[config.mk]
export PLATFORM = sky130hd
export DESIGN_NAME = mux7seg_scan
export DESIGN_NICKNAME = d
export VERILOG_FILES = /design/src/rtl/mux7seg_scan.sv
export SDC_FILE = /design/constraint.sdc
export NUM_CORES = 1
export LEC_CHECK = 0
export CAP_MARGIN = 20
export CORE_MARGIN = 1
export CORE_UTILIZATION = 40
export CTS_CLUSTER_DIAMETER = 30
export CTS_CLUSTER_SIZE = 10
export DETAILED_ROUTE_END_ITERATION = 10
export HOLD_SLACK_MARGIN = 0.03
export PLACE_DENSITY = 0.57
export SLEW_MARGIN = 20
export SYNTH_ARGS = -nofsm -noshare
export SYNTH_HDL_FRONTEND = slang
export SYNTH_SLANG_ARGS = --single-unit
[constraint.sdc]
create_clock -name CLK100MHZ -period 3.1 [get_ports CLK100MHZ]
set_input_delay 0.31 -clock CLK100MHZ [delete_from_list [all_inputs] [get_ports CLK100MHZ]]
set_output_delay 0.31 -clock CLK100MHZ [all_outputs]
set_load 0.02 [all_outputs]
[src/rtl/mux7seg_scan.sv]
// ---------------------------------------------------------------------------
// mux7seg_scan
//
// Scans a multiplexed common-anode 7-segment bank of NUM_DIGITS digits.
// The CPU writes a shadow buffer with a one-cycle 'load' strobe. The shadow
// is copied into the active (displayed) buffer only at a frame boundary, so
// a frame never shows a mix of old and new data.
//
// Features: per-digit blanking, per-digit decimal points, leading-zero
// suppression and 16-level PWM brightness.
//
// Optional feature macro: SEG7_BLINK_EN
//   When defined, a frame counter makes digits flagged in blink_in flash.
//   Each dark or lit phase lasts 2^BLINK_LOG2 frames.
//   When undefined, blink_in is ignored.
//
// Parameters:
//   NUM_DIGITS  number of digits (1..16)
//   DIV_LOG2    log2 of clock cycles per digit slot (>= 5)
//   BLINK_LOG2  blink half-period in frames, as a power of two
//
// Ports:
//   CLK100MHZ    in   system clock
//   resetn       in   asynchronous active-low reset
//   load         in   strobe; captures digit_in/dp_in/blank_in/blink_in
//   digit_in     in   hex nibbles, digit k = [4k+3:4k]
//   dp_in        in   1 = decimal point lit for digit k
//   blank_in     in   1 = digit k forced dark
//   blink_in     in   1 = digit k blinks (SEG7_BLINK_EN only)
//   lzs_en       in   leading-zero suppression enable (live)
//   duty         in   brightness, 15 = full on, 0 = 1/16 on
//   pending      out  shadow holds data not yet displayed
//   frame_start  out  one-cycle pulse when scanning wraps to digit 0
//   AN           out  active-low anodes
//   A2G          out  active-low segments, bit 6 = g ... bit 0 = a
//   DP           out  active-low decimal point
// ---------------------------------------------------------------------------
module mux7seg_scan #(
  parameter int NUM_DIGITS = 8,
  parameter int DIV_LOG2   = 17,
  parameter int BLINK_LOG2 = 5
) (
  input  logic                    CLK100MHZ,
  input  logic                    resetn,
  input  logic                    load,
  input  logic [4*NUM_DIGITS-1:0] digit_in,
  input  logic [NUM_DIGITS-1:0]   dp_in,
  input  logic [NUM_DIGITS-1:0]   blank_in,
  input  logic [NUM_DIGITS-1:0]   blink_in,
  input  logic                    lzs_en,
  input  logic [3:0]              duty,
  output logic                    pending,
  output logic                    frame_start,
  output logic [NUM_DIGITS-1:0]   AN,
  output logic [6:0]              A2G,
  output logic                    DP
);

  localparam int IDX_W = (NUM_DIGITS > 1) ? $clog2(NUM_DIGITS) : 1;
  localparam logic [IDX_W-1:0] LAST_IDX = IDX_W'(NUM_DIGITS - 1);

  logic [DIV_LOG2-1:0]     prescaler;
  logic [IDX_W-1:0]        scan_idx;
  logic                    slot_tick;
  logic                    frame_wrap;
  logic [3:0]              phase;

  logic [4*NUM_DIGITS-1:0] shadow_digit;
  logic [NUM_DIGITS-1:0]   shadow_dp;
  logic [NUM_DIGITS-1:0]   shadow_blank;
  logic [4*NUM_DIGITS-1:0] active_digit;
  logic [NUM_DIGITS-1:0]   active_dp;
  logic [NUM_DIGITS-1:0]   active_blank;

  logic [NUM_DIGITS-1:0]   suppressed;
  logic [NUM_DIGITS-1:0]   blink_mask;

  logic [NUM_DIGITS-1:0]   an_next;
  logic [6:0]              a2g_next;
  logic                    dp_next;

  // A slot ends on the cycle the prescaler is about to wrap to zero.
  // The frame ends on the slot tick that also returns the index to digit 0.
  assign slot_tick  = &prescaler;
  assign frame_wrap = slot_tick && (scan_idx == LAST_IDX);

  // The top four prescaler bits form a sawtooth across each slot.
  // Comparing this sawtooth against duty gives the PWM brightness.
  assign phase = prescaler[DIV_LOG2-1 -: 4];

  // Standard active-low hex glyphs (bit 6 = g ... bit 0 = a).
  function automatic logic [6:0] hex_glyph(input logic [3:0] nib);
    case (nib)
      4'h0:    hex_glyph = 7'h40;
      4'h1:    hex_glyph = 7'h79;
      4'h2:    hex_glyph = 7'h24;
      4'h3:    hex_glyph = 7'h30;
      4'h4:    hex_glyph = 7'h19;
      4'h5:    hex_glyph = 7'h12;
      4'h6:    hex_glyph = 7'h02;
      4'h7:    hex_glyph = 7'h78;
      4'h8:    hex_glyph = 7'h00;
      4'h9:    hex_glyph = 7'h10;
      4'hA:    hex_glyph = 7'h08;
      4'hB:    hex_glyph = 7'h03;
      4'hC:    hex_glyph = 7'h46;
      4'hD:    hex_glyph = 7'h21;
      4'hE:    hex_glyph = 7'h06;
      default: hex_glyph = 7'h0E;
    endcase
  endfunction

  // Free-running slot prescaler and digit scan index.
  always_ff @(posedge CLK100MHZ or negedge resetn) begin
    if (!resetn) begin
      prescaler <= '0;
      scan_idx  <= '0;
    end else begin
      prescaler <= prescaler + DIV_LOG2'(1);
      if (slot_tick) begin
        scan_idx <= frame_wrap ? '0 : scan_idx + IDX_W'(1);
      end
    end
  end

  // Double buffer.
  // The shadow is copied into the active buffer only on a frame wrap.
  // A load on the wrap cycle still applies the previous shadow.
  // The new data captured on that cycle stays pending until the next frame.
  always_ff @(posedge CLK100MHZ or negedge resetn) begin
    if (!resetn) begin
      shadow_digit <= '0;
      shadow_dp    <= '0;
      shadow_blank <= '0;
      active_digit <= '0;
      active_dp    <= '0;
      active_blank <= '0;
      pending      <= 1'b0;
      frame_start  <= 1'b0;
    end else begin
      frame_start <= frame_wrap;
      if (frame_wrap && pending) begin
        active_digit <= shadow_digit;
        active_dp    <= shadow_dp;
        active_blank <= shadow_blank;
      end
      if (load) begin
        shadow_digit <= digit_in;
        shadow_dp    <= dp_in;
        shadow_blank <= blank_in;
        pending      <= 1'b1;
      end else if (frame_wrap) begin
        pending <= 1'b0;
      end
    end
  end

`ifdef SEG7_BLINK_EN
  localparam int BC_W = BLINK_LOG2 + 1;

  logic [NUM_DIGITS-1:0] shadow_blink;
  logic [NUM_DIGITS-1:0] active_blink;
  logic [BC_W-1:0]       blink_cnt;

  // The blink flags are double-buffered like the other digit attributes.
  // The frame counter's MSB selects the dark half of the blink period.
  always_ff @(posedge CLK100MHZ or negedge resetn) begin
    if (!resetn) begin
      shadow_blink <= '0;
      active_blink <= '0;
      blink_cnt    <= '0;
    end else begin
      if (frame_wrap) begin
        blink_cnt <= blink_cnt + BC_W'(1);
        if (pending) begin
          active_blink <= shadow_blink;
        end
      end
      if (load) begin
        shadow_blink <= blink_in;
      end
    end
  end

  assign blink_mask = active_blink & {NUM_DIGITS{blink_cnt[BLINK_LOG2]}};
`else
  logic unused_blink;

  assign blink_mask   = '0;
  assign unused_blink = ^{blink_in, {(BLINK_LOG2 + 1){1'b0}}};
`endif

  // Leading-zero suppression.
  // A digit is suppressed when it and every digit above it hold zero.
  // Blanked digits are dark regardless, so they need no special case here.
  // Digit 0 is never suppressed, so an all-zero value still shows "0".
  always_comb begin
    logic all_zero;
    suppressed = '0;
    all_zero   = 1'b1;
    for (int k = NUM_DIGITS - 1; k >= 1; k--) begin
      all_zero      = all_zero && (active_digit[4*k +: 4] == 4'h0);
      suppressed[k] = lzs_en && all_zero;
    end
  end

  // Decode the current slot.
  // At most one anode can go low, because only the digit matching the
  // scan index is ever considered.
  always_comb begin
    an_next  = '1;
    a2g_next = 7'h7F;
    dp_next  = 1'b1;
    for (int k = 0; k < NUM_DIGITS; k++) begin
      if (scan_idx == IDX_W'(k)) begin
        if (!(active_blank[k] || suppressed[k] || blink_mask[k] ||
              (phase > duty))) begin
          an_next[k] = 1'b0;
          a2g_next   = hex_glyph(active_digit[4*k +: 4]);
          dp_next    = ~active_dp[k];
        end
      end
    end
  end

  // Register the pin drivers so they cannot glitch between slots.
  always_ff @(posedge CLK100MHZ or negedge resetn) begin
    if (!resetn) begin
      AN  <= '1;
      A2G <= 7'h7F;
      DP  <= 1'b1;
    end else begin
      AN  <= an_next;
      A2G <= a2g_next;
      DP  <= dp_next;
    end
  end

endmodule

==> results.json <==
{
  "status": "complete, no violations",
  "synth_top_area_share": 0.3832,
  "diodes": 0,
  "drtAntennaViolNets": 0,
  "maxCapViolations": 0,
  "syn-num-nets": 828,
  "drt_iter0_drc": 249,
  "rows": 50,
  "grt_max_degree": 69,
  "postSynthAreaPerCell_um2": 10.85,
  "fmax_mhz": 344.7,
  "die_y_um": 140.8,
  "cts_sinks": 134,
  "async_reset_ff_frac": 1.000,
  "slew_headroom": 0.4774,
  "cp_data_required_time_ns": 3.43,
  "slowest_delay_ns": 0.41,
  "hold_violations": 0,
  "skew_ns": 0.01046,
  "drt_pre_antenna_iters": 6,
  "setup_viol": 0,
  "cts_tree": "done",
  "dieArea_um2": 19820,
  "clkSlewWorstSetupHoldPaths_ns": 0.06,
  "portBuffers": 73,
  "cp-end-kind": "flip-flop",
  "die_w_um": 140.8,
  "cts_root_buf": "clkbuf_16",
  "ir_drop_uv": 331.6,
  "grt_usage": 0.1933,
  "synthFlopType": "dfrtp_1",
  "io_pins": 82,
  "antenna_found_initial": 0,
  "path_class": "flip-flop to flip-flop",
  "synth_edf_count": 0,
  "initial_core_util": 0.4106,
  "maxSlewViolCount": 0,
  "synth.area.top_cells": "dfrtp_1 38%, mux2_2 15%, ha_1 8.8%",
  "synthTopCellsByCount": "118 x dfrtp_1, 101 x mux2_2, 54 x ha_1",
  "path_max_fanout": 5,
  "core_um2": 18770,
  "p_leak_nw": 4.175,
  "place.gp.congestion": 0.8350,
  "powerDensity_nw_per_um2": 430.1,
  "worst_path_max_delay_cell": "o311ai_4",
  "path_cells": "inv_1 > ha_1 > nor3b_2 > buf_4 > nand4_4 > o311ai_4 > mux2_2 > a211oi_1 > o21ai_0 > a22oi_1",
  "grt_pass1_vias": 5665,
  "post_drt_wl_per_cell_um": 17.10,
  "synth.ff_latch_count": 134,
  "layout_min_cycle_time_ns": 2.901,
  "fin_crit_sh": 0.9359,
  "hp-class": "input port to asynchronous set/reset pin",
  "grt_pass1_wl_um": 29700,
  "cts_setup_buffers": 0,
  "viasPerCell": 5.390,
  "insertion_delay_ns": 0.42,
  "drive_gt1_frac": 0.2627,
  "fin_nets": 931,
  "clk_path_buf_depth": 2,
  "htreeDepth": 4,
  "place_hpwl_um": 13240,
  "arrival_ns": 3.23,
  "finalSetupTns_ns": 0,
  "syn2layout_area_growth_pct": 23.93,
  "power.total_w": 0.004108,
  "cts_buffers": 17,
  "yosys.cell_count.top_type": "dfrtp_1",
  "drc_errors": 0,
  "via_count": 5713,
  "syn_area_um2": 7706,
  "overflow": 0,
  "synth_top_cell_by_area": "dfrtp_1",
  "yosys_warnings": 0,
  "rsz0062_at_grt": "false",
  "drt_wl_total_um": 18130,
  "netlist_instances": 710,
  "synth_cell_types": 65,
  "worstMarginPinSlew_ns": 0.7741,
  "cp-start-kind": "flip-flop",
  "yosysSeqAreaShare": 0.4377
}
-- critical path, delay by kind of cell, from the launching register on --
family	cells	cell delay (ns)
AO/OA/AOI/OAI	4	1.08
adder cells (fa/ha/maj)	1	0.23
buffers and inverters	2	0.30
flip-flops	1	0.39
multiplexers	1	0.40
AND/OR/NAND/NOR	2	0.44
-- area by class of cell --
| type | count | area, um2 |
|---|---|---|
| Timing Repair Buffer | 123 | 1130 |
| Clock inverter | 13 | 145.1 |
| Tap cell | 234 | 292.8 |
| Clock buffer | 19 | 442.9 |
| Sequential cell | 134 | 3373 |
| Inverter | 46 | 172.7 |
| Multi-Input combinational cell | 491 | 3994 |
| Fill cell | 1696 | 9218 |
-- stage by stage --
| stage | cells | hold slack [ns] | utilization | instance area (um2) | worst slack (ns) |
|---|---|---|---|---|---|
| floorplan | 710 | 0.01441 | - | 7706 | 0.5452 |
| CTS | 1060 | 0.4719 | 0.5086 | 9545 | 0.06327 |
| global route | 1060 | 0.4825 | 0.5089 | 9550 | 0.01775 |
| finish | 1060 | 0.4595 | 0.5089 | 9550 | 0.1986 |
| detailed placement | 1027 | 0.3772 | 0.4767 | 8947 | 0.05457 |
| global placement | 1027 | 0.3673 | 0.4767 | 8947 | 0.06013 |
-- cells by family (layout without fill, tap and decap cells) --
family	Yosys count	after routing	share of synthesized area
buffers and inverters	85	201	0.04497
DFF	134	134	0.4377
AOI/OAI and AO/OA	140	140	0.1213
xor gates and xnor gates	14	14	0.01591
adders and majority gates	54	54	0.08768
and+or+nand+nor	160	160	0.1098
muxes	123	123	0.1827
-- flip-flops by register name, indices dropped and copies added, names as in the netlist --
register / flops
shadow_dp: 8
active_dp: 8
active_blank: 8
prescaler: 17
A2G: 7
scan_idx: 3
AN: 8
shadow_digit: 32
active_digit: 32
shadow_blank: 8
DP: 1
frame_start: 1
pending: 1
-- final timing paths --
check | cells after the start | end | slack, ns | startpoint
worst max-delay path | 10 | A2G[1]$_DFF_PN1_ | 0.20 | active_digit[20]$_DFFE_PN0P_
worst min-delay path | 2 | shadow_digit[13]$_DFFE_PN0P_ | 0.46 | resetn
worst max register to register | 10 | A2G[1]$_DFF_PN1_ | 0.20 | active_digit[20]$_DFFE_PN0P_
worst min register to register | 1 | prescaler[11]$_DFF_PN0_ | 0.47 | prescaler[11]$_DFF_PN0_
max in group asynchronous | 3 | A2G[1]$_DFF_PN1_ | 1.80 | resetn
min in group CLK100MHZ | 1 | prescaler[11]$_DFF_PN0_ | 0.47 | prescaler[11]$_DFF_PN0_
-- per-layer routing --
layer / track usage / up-vias / routed length (um)
li1: - / 2746 / -
met1: 0.2557 / 2842 / 8483
met2: 0.3216 / 105 / 8881
met3: 0.03940 / 20 / 548
met4: 0.05320 / 0 / 217
met5: 0 / - / 0
-- placed cells by master, fill, tap and decap left out, types with 3 or more instances in the layout --
master           count
clkdlybuf4s50_1     71
o211ai_1             5
buf_4               47
inv_6                4
nand3_1             14
dfrtp_1            118
a21oi_1             32
ha_1                54
o21a_1               4
xnor2_1              9
mux2i_1             18
a311oi_1             5
o311ai_0             4
nand3b_1             5
mux4_2               4
a211oi_1            11
inv_1               45
nor2b_1              6
mux2_2             101
a2111oi_0            4
nand2_1             44
a31oi_1              9
nand2b_1             8
nor2_1              43
dfstp_2             16
o2111ai_1            5
clkinv_2             3
and3_1               9
clkbuf_16           17
a221oi_1             4
o21ai_0             38
xor2_1               5
nor3_1               8
nor3b_2              3
-- report_power, final --
group	switching (W)	internal (W)
combinational	0.0000860	0.000133
sequential	0.0000347	0.00182
clock	0.000819	0.00122
total	0.000940	0.00317
-- what timing repair did --
item	4_1_cts	5_1_grt
gates resized for setup	0	1
endpoints found under the hold margin	53	0
hold buffers	1	0
setup endpoints to repair	0	5
No activity file was read; power rests on OpenSTA's default activity.
